## config.mk

```make
export PLATFORM = sky130hd
export DESIGN_NAME = decode_operand_fetch
export DESIGN_NICKNAME = d
export VERILOG_FILES = /design/src/rtl/decode_operand_fetch.sv
export SDC_FILE = /design/constraint.sdc
export NUM_CORES = 1
export LEC_CHECK = 0
export CORE_UTILIZATION = 45
export DETAILED_ROUTE_END_ITERATION = 10
export PLACE_DENSITY_LB_ADDON = 0.1
export SETUP_SLACK_MARGIN = 0.15
export SYNTH_ARGS = -nofsm -noshare
export SYNTH_HDL_FRONTEND = slang
export SYNTH_SLANG_ARGS = --single-unit
```

## constraint.sdc

```tcl
create_clock -name clk -period 2.7 [get_ports clk]
set_input_delay 0.54 -clock clk [delete_from_list [all_inputs] [get_ports clk]]
set_output_delay 0.54 -clock clk [all_outputs]
set_load 0.05 [all_outputs]
```

## src/rtl/decode_operand_fetch.sv

```systemverilog
// Decode/operand-fetch stage: 16x16 register file with write-back bypass,
// one-cycle registered issue to execute, forwarding hints, and a HLT freeze.
module decode_operand_fetch #(
  parameter bit FWD_EN = 1'b1
) (
  input  logic        clk,
  input  logic        rst,
  input  logic        instr_valid,
  input  logic [15:0] instr,
  output logic        instr_ready,
  input  logic        wb_en,
  input  logic [3:0]  wb_reg,
  input  logic [15:0] wb_val,
  output logic [3:0]  opcode,
  output logic [3:0]  destReg,
  output logic [15:0] srcVal1,
  output logic [15:0] srcVal2,
  output logic [7:0]  memAddr,
  output logic        used1,
  output logic        used2,
  output logic        halted
);

  // Handshake: an instruction transfers on a posedge with instr_valid && instr_ready;
  // instr_ready depends on the state only, never on instr_valid.
  typedef enum logic {RUN = 1'b0, HALT = 1'b1} state_t;

  state_t      state_q, state_d;
  logic [15:0] rf_q [16];
  logic [15:0] rf_d [16];
  logic [3:0]  opcode_q, opcode_d;
  logic [3:0]  dest_reg_q, dest_reg_d;
  logic [15:0] src_val1_q, src_val1_d;
  logic [15:0] src_val2_q, src_val2_d;
  logic [7:0]  mem_addr_q, mem_addr_d;
  logic        used1_q, used1_d;
  logic        used2_q, used2_d;

  logic        accept;
  logic        prev_writer;
  logic [3:0]  in_op, in_dest, in_src1, in_src2;
  logic [15:0] rd_src1, rd_src2, rd_dest;

  assign in_op   = instr[15:12];
  assign in_dest = instr[11:8];
  assign in_src1 = instr[7:4];
  assign in_src2 = instr[3:0];

  assign instr_ready = (state_q == RUN);
  assign accept      = instr_valid && instr_ready;
  // The issue register itself is the writer tracker; a bubble issues opcode 0.
  assign prev_writer = (opcode_q >= 4'd2) && (opcode_q <= 4'd10);

  always_comb begin
    rd_src1 = rf_q[in_src1];
    rd_src2 = rf_q[in_src2];
    rd_dest = rf_q[in_dest];
    if (wb_en && (wb_reg == in_src1)) rd_src1 = wb_val;
    if (wb_en && (wb_reg == in_src2)) rd_src2 = wb_val;
    if (wb_en && (wb_reg == in_dest)) rd_dest = wb_val;
  end

  always_comb begin
    rf_d = rf_q;
    if (wb_en) rf_d[wb_reg] = wb_val;

    state_d    = state_q;
    opcode_d   = '0;
    dest_reg_d = '0;
    src_val1_d = '0;
    src_val2_d = '0;
    mem_addr_d = '0;
    used1_d    = 1'b0;
    used2_d    = 1'b0;

    if (accept) begin
      opcode_d   = in_op;
      dest_reg_d = in_dest;
      case (in_op)
        4'd2, 4'd3, 4'd4, 4'd5, 4'd6, 4'd7, 4'd8, 4'd10: begin
          src_val1_d = rd_src1;
          src_val2_d = rd_src2;
          used1_d    = FWD_EN && prev_writer && (in_src1 == dest_reg_q);
          used2_d    = FWD_EN && prev_writer && (in_src2 == dest_reg_q);
        end
        4'd9: begin
          src_val1_d = rd_src1;
          used1_d    = FWD_EN && prev_writer && (in_src1 == dest_reg_q);
        end
        4'd14, 4'd15: begin
          src_val1_d = rd_dest;
          mem_addr_d = instr[7:0];
        end
        default: ;
      endcase
      if (in_op == 4'd1) state_d = HALT;
    end
  end

  always_ff @(posedge clk) begin
    if (!rst) begin
      state_q    <= RUN;
      opcode_q   <= '0;
      dest_reg_q <= '0;
      src_val1_q <= '0;
      src_val2_q <= '0;
      mem_addr_q <= '0;
      used1_q    <= 1'b0;
      used2_q    <= 1'b0;
      for (int i = 0; i < 16; i++) rf_q[i] <= '0;
    end else begin
      state_q    <= state_d;
      opcode_q   <= opcode_d;
      dest_reg_q <= dest_reg_d;
      src_val1_q <= src_val1_d;
      src_val2_q <= src_val2_d;
      mem_addr_q <= mem_addr_d;
      used1_q    <= used1_d;
      used2_q    <= used2_d;
      for (int i = 0; i < 16; i++) rf_q[i] <= rf_d[i];
    end
  end

  assign opcode  = opcode_q;
  assign destReg = dest_reg_q;
  assign srcVal1 = src_val1_q;
  assign srcVal2 = src_val2_q;
  assign memAddr = mem_addr_q;
  assign used1   = used1_q;
  assign used2   = used2_q;
  assign halted  = (state_q == HALT);

endmodule

```

==> flow_summary.json <==
{
  "path_buf_inv": 1,
  "netlist_instances": 1698,
  "outcome": "completed",
  "synth_edf_count": 0,
  "synth_xor_area_frac": 0.0101,
  "critPathRequiredTime_ns": 2.16,
  "cts_setup_buffers": 0,
  "yosysSeqAreaShare": 0.354,
  "final_common_cell": "nand2_1",
  "timing.final.crit_share": 0.893,
  "fin_crit_ns": 2.41,
  "clk_latency_ns": 0.54,
  "antenna_cells": 0,
  "rsz0062_at_grt": "false",
  "dr.first_iter.drc_count": 1685,
  "crit_chain": "clkdlybuf4s50_1",
  "synth-async-reset-ratio": 0,
  "vias_per_cell": 6.25,
  "final_cell_mix": "nand2_1, dfxtp_1, mux4_2",
  "ios": 92,
  "dp_hpwl_microns": 42400,
  "dp_slack_ns": -0.202,
  "ys_warn_count": 0,
  "critPathMaxFanout": 1,
  "final_hold_viol_count": 0,
  "layout.area.seq_sq_mm": 0.00615,
  "cts-resized-gates": 0,
  "rows": 71,
  "synth-compound-area-share": 0.153,
  "antenna_found_initial": 0,
  "hp-start": "rst",
  "vias": 14533,
  "fp.dieArea_sq_mm": 0.0393,
  "die_h_microns": 198,
  "power_frac_seq": 0.432,
  "path_depth": 1,
  "wl_per_cell_microns": 27.7,
  "htreeDepth": 2,
  "cts_root_buf": "clkbuf_16",
  "holdPathStages": 2,
  "fin_ws_ns": 0.290,
  "synthFlopType": "dfxtp_1",
  "synth_area_sq_mm": 0.0173,
  "rr_worst_depth": 6,
  "synth_cell_types": 48,
  "fillers": 3344,
  "finClkSkew_ns": 0.0229,
  "synthAdderAreaFrac": 0,
  "worstMarginPinSlew_ns": 1.24,
  "cts_buffers": 36,
  "grt_pass1_wl_microns": 93700,
  "regToRegStartpoint": "halted",
  "path_clk_slew_ns": 0.06,
  "p_leak_nw": 6.76,
  "cts_tree": "yes",
  "clkSinkCount": 307,
  "r2r-end": "srcVal1[1]",
  "min-delay-path-class": "input pin to flip-flop",
  "nets": 1830,
  "comb_power_share": 0.111,
  "slowest_delay_ns": 0.86,
  "p_int_w": 0.00799,
  "switching_share": 0.258,
  "cp_slowest_cell": "clkdlybuf4s50_1",
  "yosys.area_share.simple": 0.143,
  "antenna_left": 0,
  "fmax_mhz": 415,
  "initial_core_util": 0.458,
  "synth_top_family_by_area": "multiplexers",
  "power.density_mw_per_mm2": 520,
  "crit_type": "flip-flop to output pin",
  "hold_buffers": 0,
  "critical_path.top_delay_family": "buffers and inverters",
  "regToRegSetupSlack_ns": 1.06,
  "post-route-drc-count": 0,
  "peakVddDrop_mv": 0.401,
  "grt_overflow": 0,
  "die_w_microns": 198,
  "wl_microns": 64300,
  "core_area_sq_mm": 0.0378,
  "slew_violations": 0,
  "crit_arrival_ns": 1.87,
  "maxCapViolations": 0,
  "relSlewSlack": 0.173,
  "startpoint_type": "flip-flop",
  "grt_pass1_vias": 13829,
  "synth_fp_nets": 1738,
  "synth_mux_area_frac": 0.290,
  "first_pass_iters": 7,
  "min_to": "halted",
  "clkPwrFrac": 0.457,
  "portBuffers": 91,
  "ys_ff_latch": 307,
  "whs_ns": 0.331,
  "drive_above_1_share": 0.242,
  "gr-usage-all-layers": 0.332,
  "grt_max_degree": 241,
  "setup_viol": 0,
  "synthToLayoutAreaGrowth_pct": 19.3,
  "multiInputGateArea_sq_mm": 0.0104,
  "power_switching_w": 0.00277,
  "syn_area_per_cell_sq_um": 10.2,
  "gp_congestion": 0.923,
  "clockBufferDepth": 3,
  "critPathCaptureType": "output pin"
}
-- power by group through the flow --
stage	clock network [W]	registers, W	logic, W
final	0.00491	0.00465	0.00120
after global routing	0.00514	0.00465	0.00125
after CTS	0.00495	0.00464	0.00118
after detailed placement	0	0.00474	0.00118
after global placement	0	0.00474	0.00117
after floorplan	0	0.00476	0.000685
-- cells in the mapped netlist (all sizes together), types with 16 or more instances --
master / count / share of area
a21boi: 225 / 0.097
a21o: 16 / 0.0069
a221oi: 16 / 0.0081
a22o: 16 / 0.0081
a22oi: 31 / 0.014
and2: 18 / 0.0065
buf: 59 / 0.019
clkbuf: 109 / 0.024
dfxtp: 307 / 0.35
inv: 22 / 0.0048
mux2i: 33 / 0.019
mux4: 208 / 0.27
nand2: 465 / 0.10
nand3: 22 / 0.0063
nor2: 18 / 0.0045
nor2b: 38 / 0.014
o21ai: 17 / 0.0049
o221ai: 16 / 0.012
-- through the flow --
stage	util	area, sq um	power, W	std cells	TNS [ns]
6_report	0.547	20700	0.0108	2326	0
5_1_grt	0.547	20700	0.0110	2326	0
4_1_cts	0.547	20700	0.0108	2326	0
3_5_place_dp	0.516	19500	0.00593	2263	-2.33
3_3_place_gp	0.516	19500	0.00591	2263	-1.36
2_1_floorplan	-	17300	0.00544	1698	0
-- registers in the layout, summed over array words and instances (netlist names) --
register and count:
rf_q 256, srcVal1 16, srcVal2 16, memAddr 8, destReg 4, opcode 4, halted 1, used1 1
used2 1
-- worst max path at each step --
stage | from | slack, ns | to
5_1_grt | wb_reg[2] | 0.23 | rf_q[189]
3_3_place_gp | wb_reg[2] | -0.14 | rf_q[189]
4_1_cts | srcVal1[5] | 0.29 | srcVal1[5]
3_5_place_dp | wb_reg[2] | -0.20 | rf_q[179]
6_report | srcVal1[4] | 0.29 | srcVal1[4]
2_1_floorplan | instr[0] | 0.48 | srcVal2[10]
-- layer usage --
| layer | vias to the layer above | routed length (microns) | global-route usage |
|---|---|---|---|
| met3 | 148 | 6470 | 0.0756 |
| met2 | 824 | 29100 | 0.511 |
| met4 | 2 | 2620 | 0.133 |
| met5 | - | 49 | 0.0102 |
| li1 | 6313 | - | - |
| met1 | 7246 | 26100 | 0.452 |
-- cell families (layout without fill, tap and decap cells) --
kind of cell / count (synthesis) / count (layout)
compound gates: 342 / 342
xor+xnor: 20 / 20
buf+inv: 200 / 317
flops: 307 / 307
mux: 242 / 242
simple gates: 587 / 587
-- final cells by class --
type	count	area share
Clock inverter	11	0.00592
Sequential cell	307	0.297
Clock buffer	52	0.0508
Multi-Input combinational cell	1191	0.502
Inverter	32	0.00580
Tap cell	511	0.0309
Timing Repair Buffer	222	0.108
(Power assumes the default switching activity.)
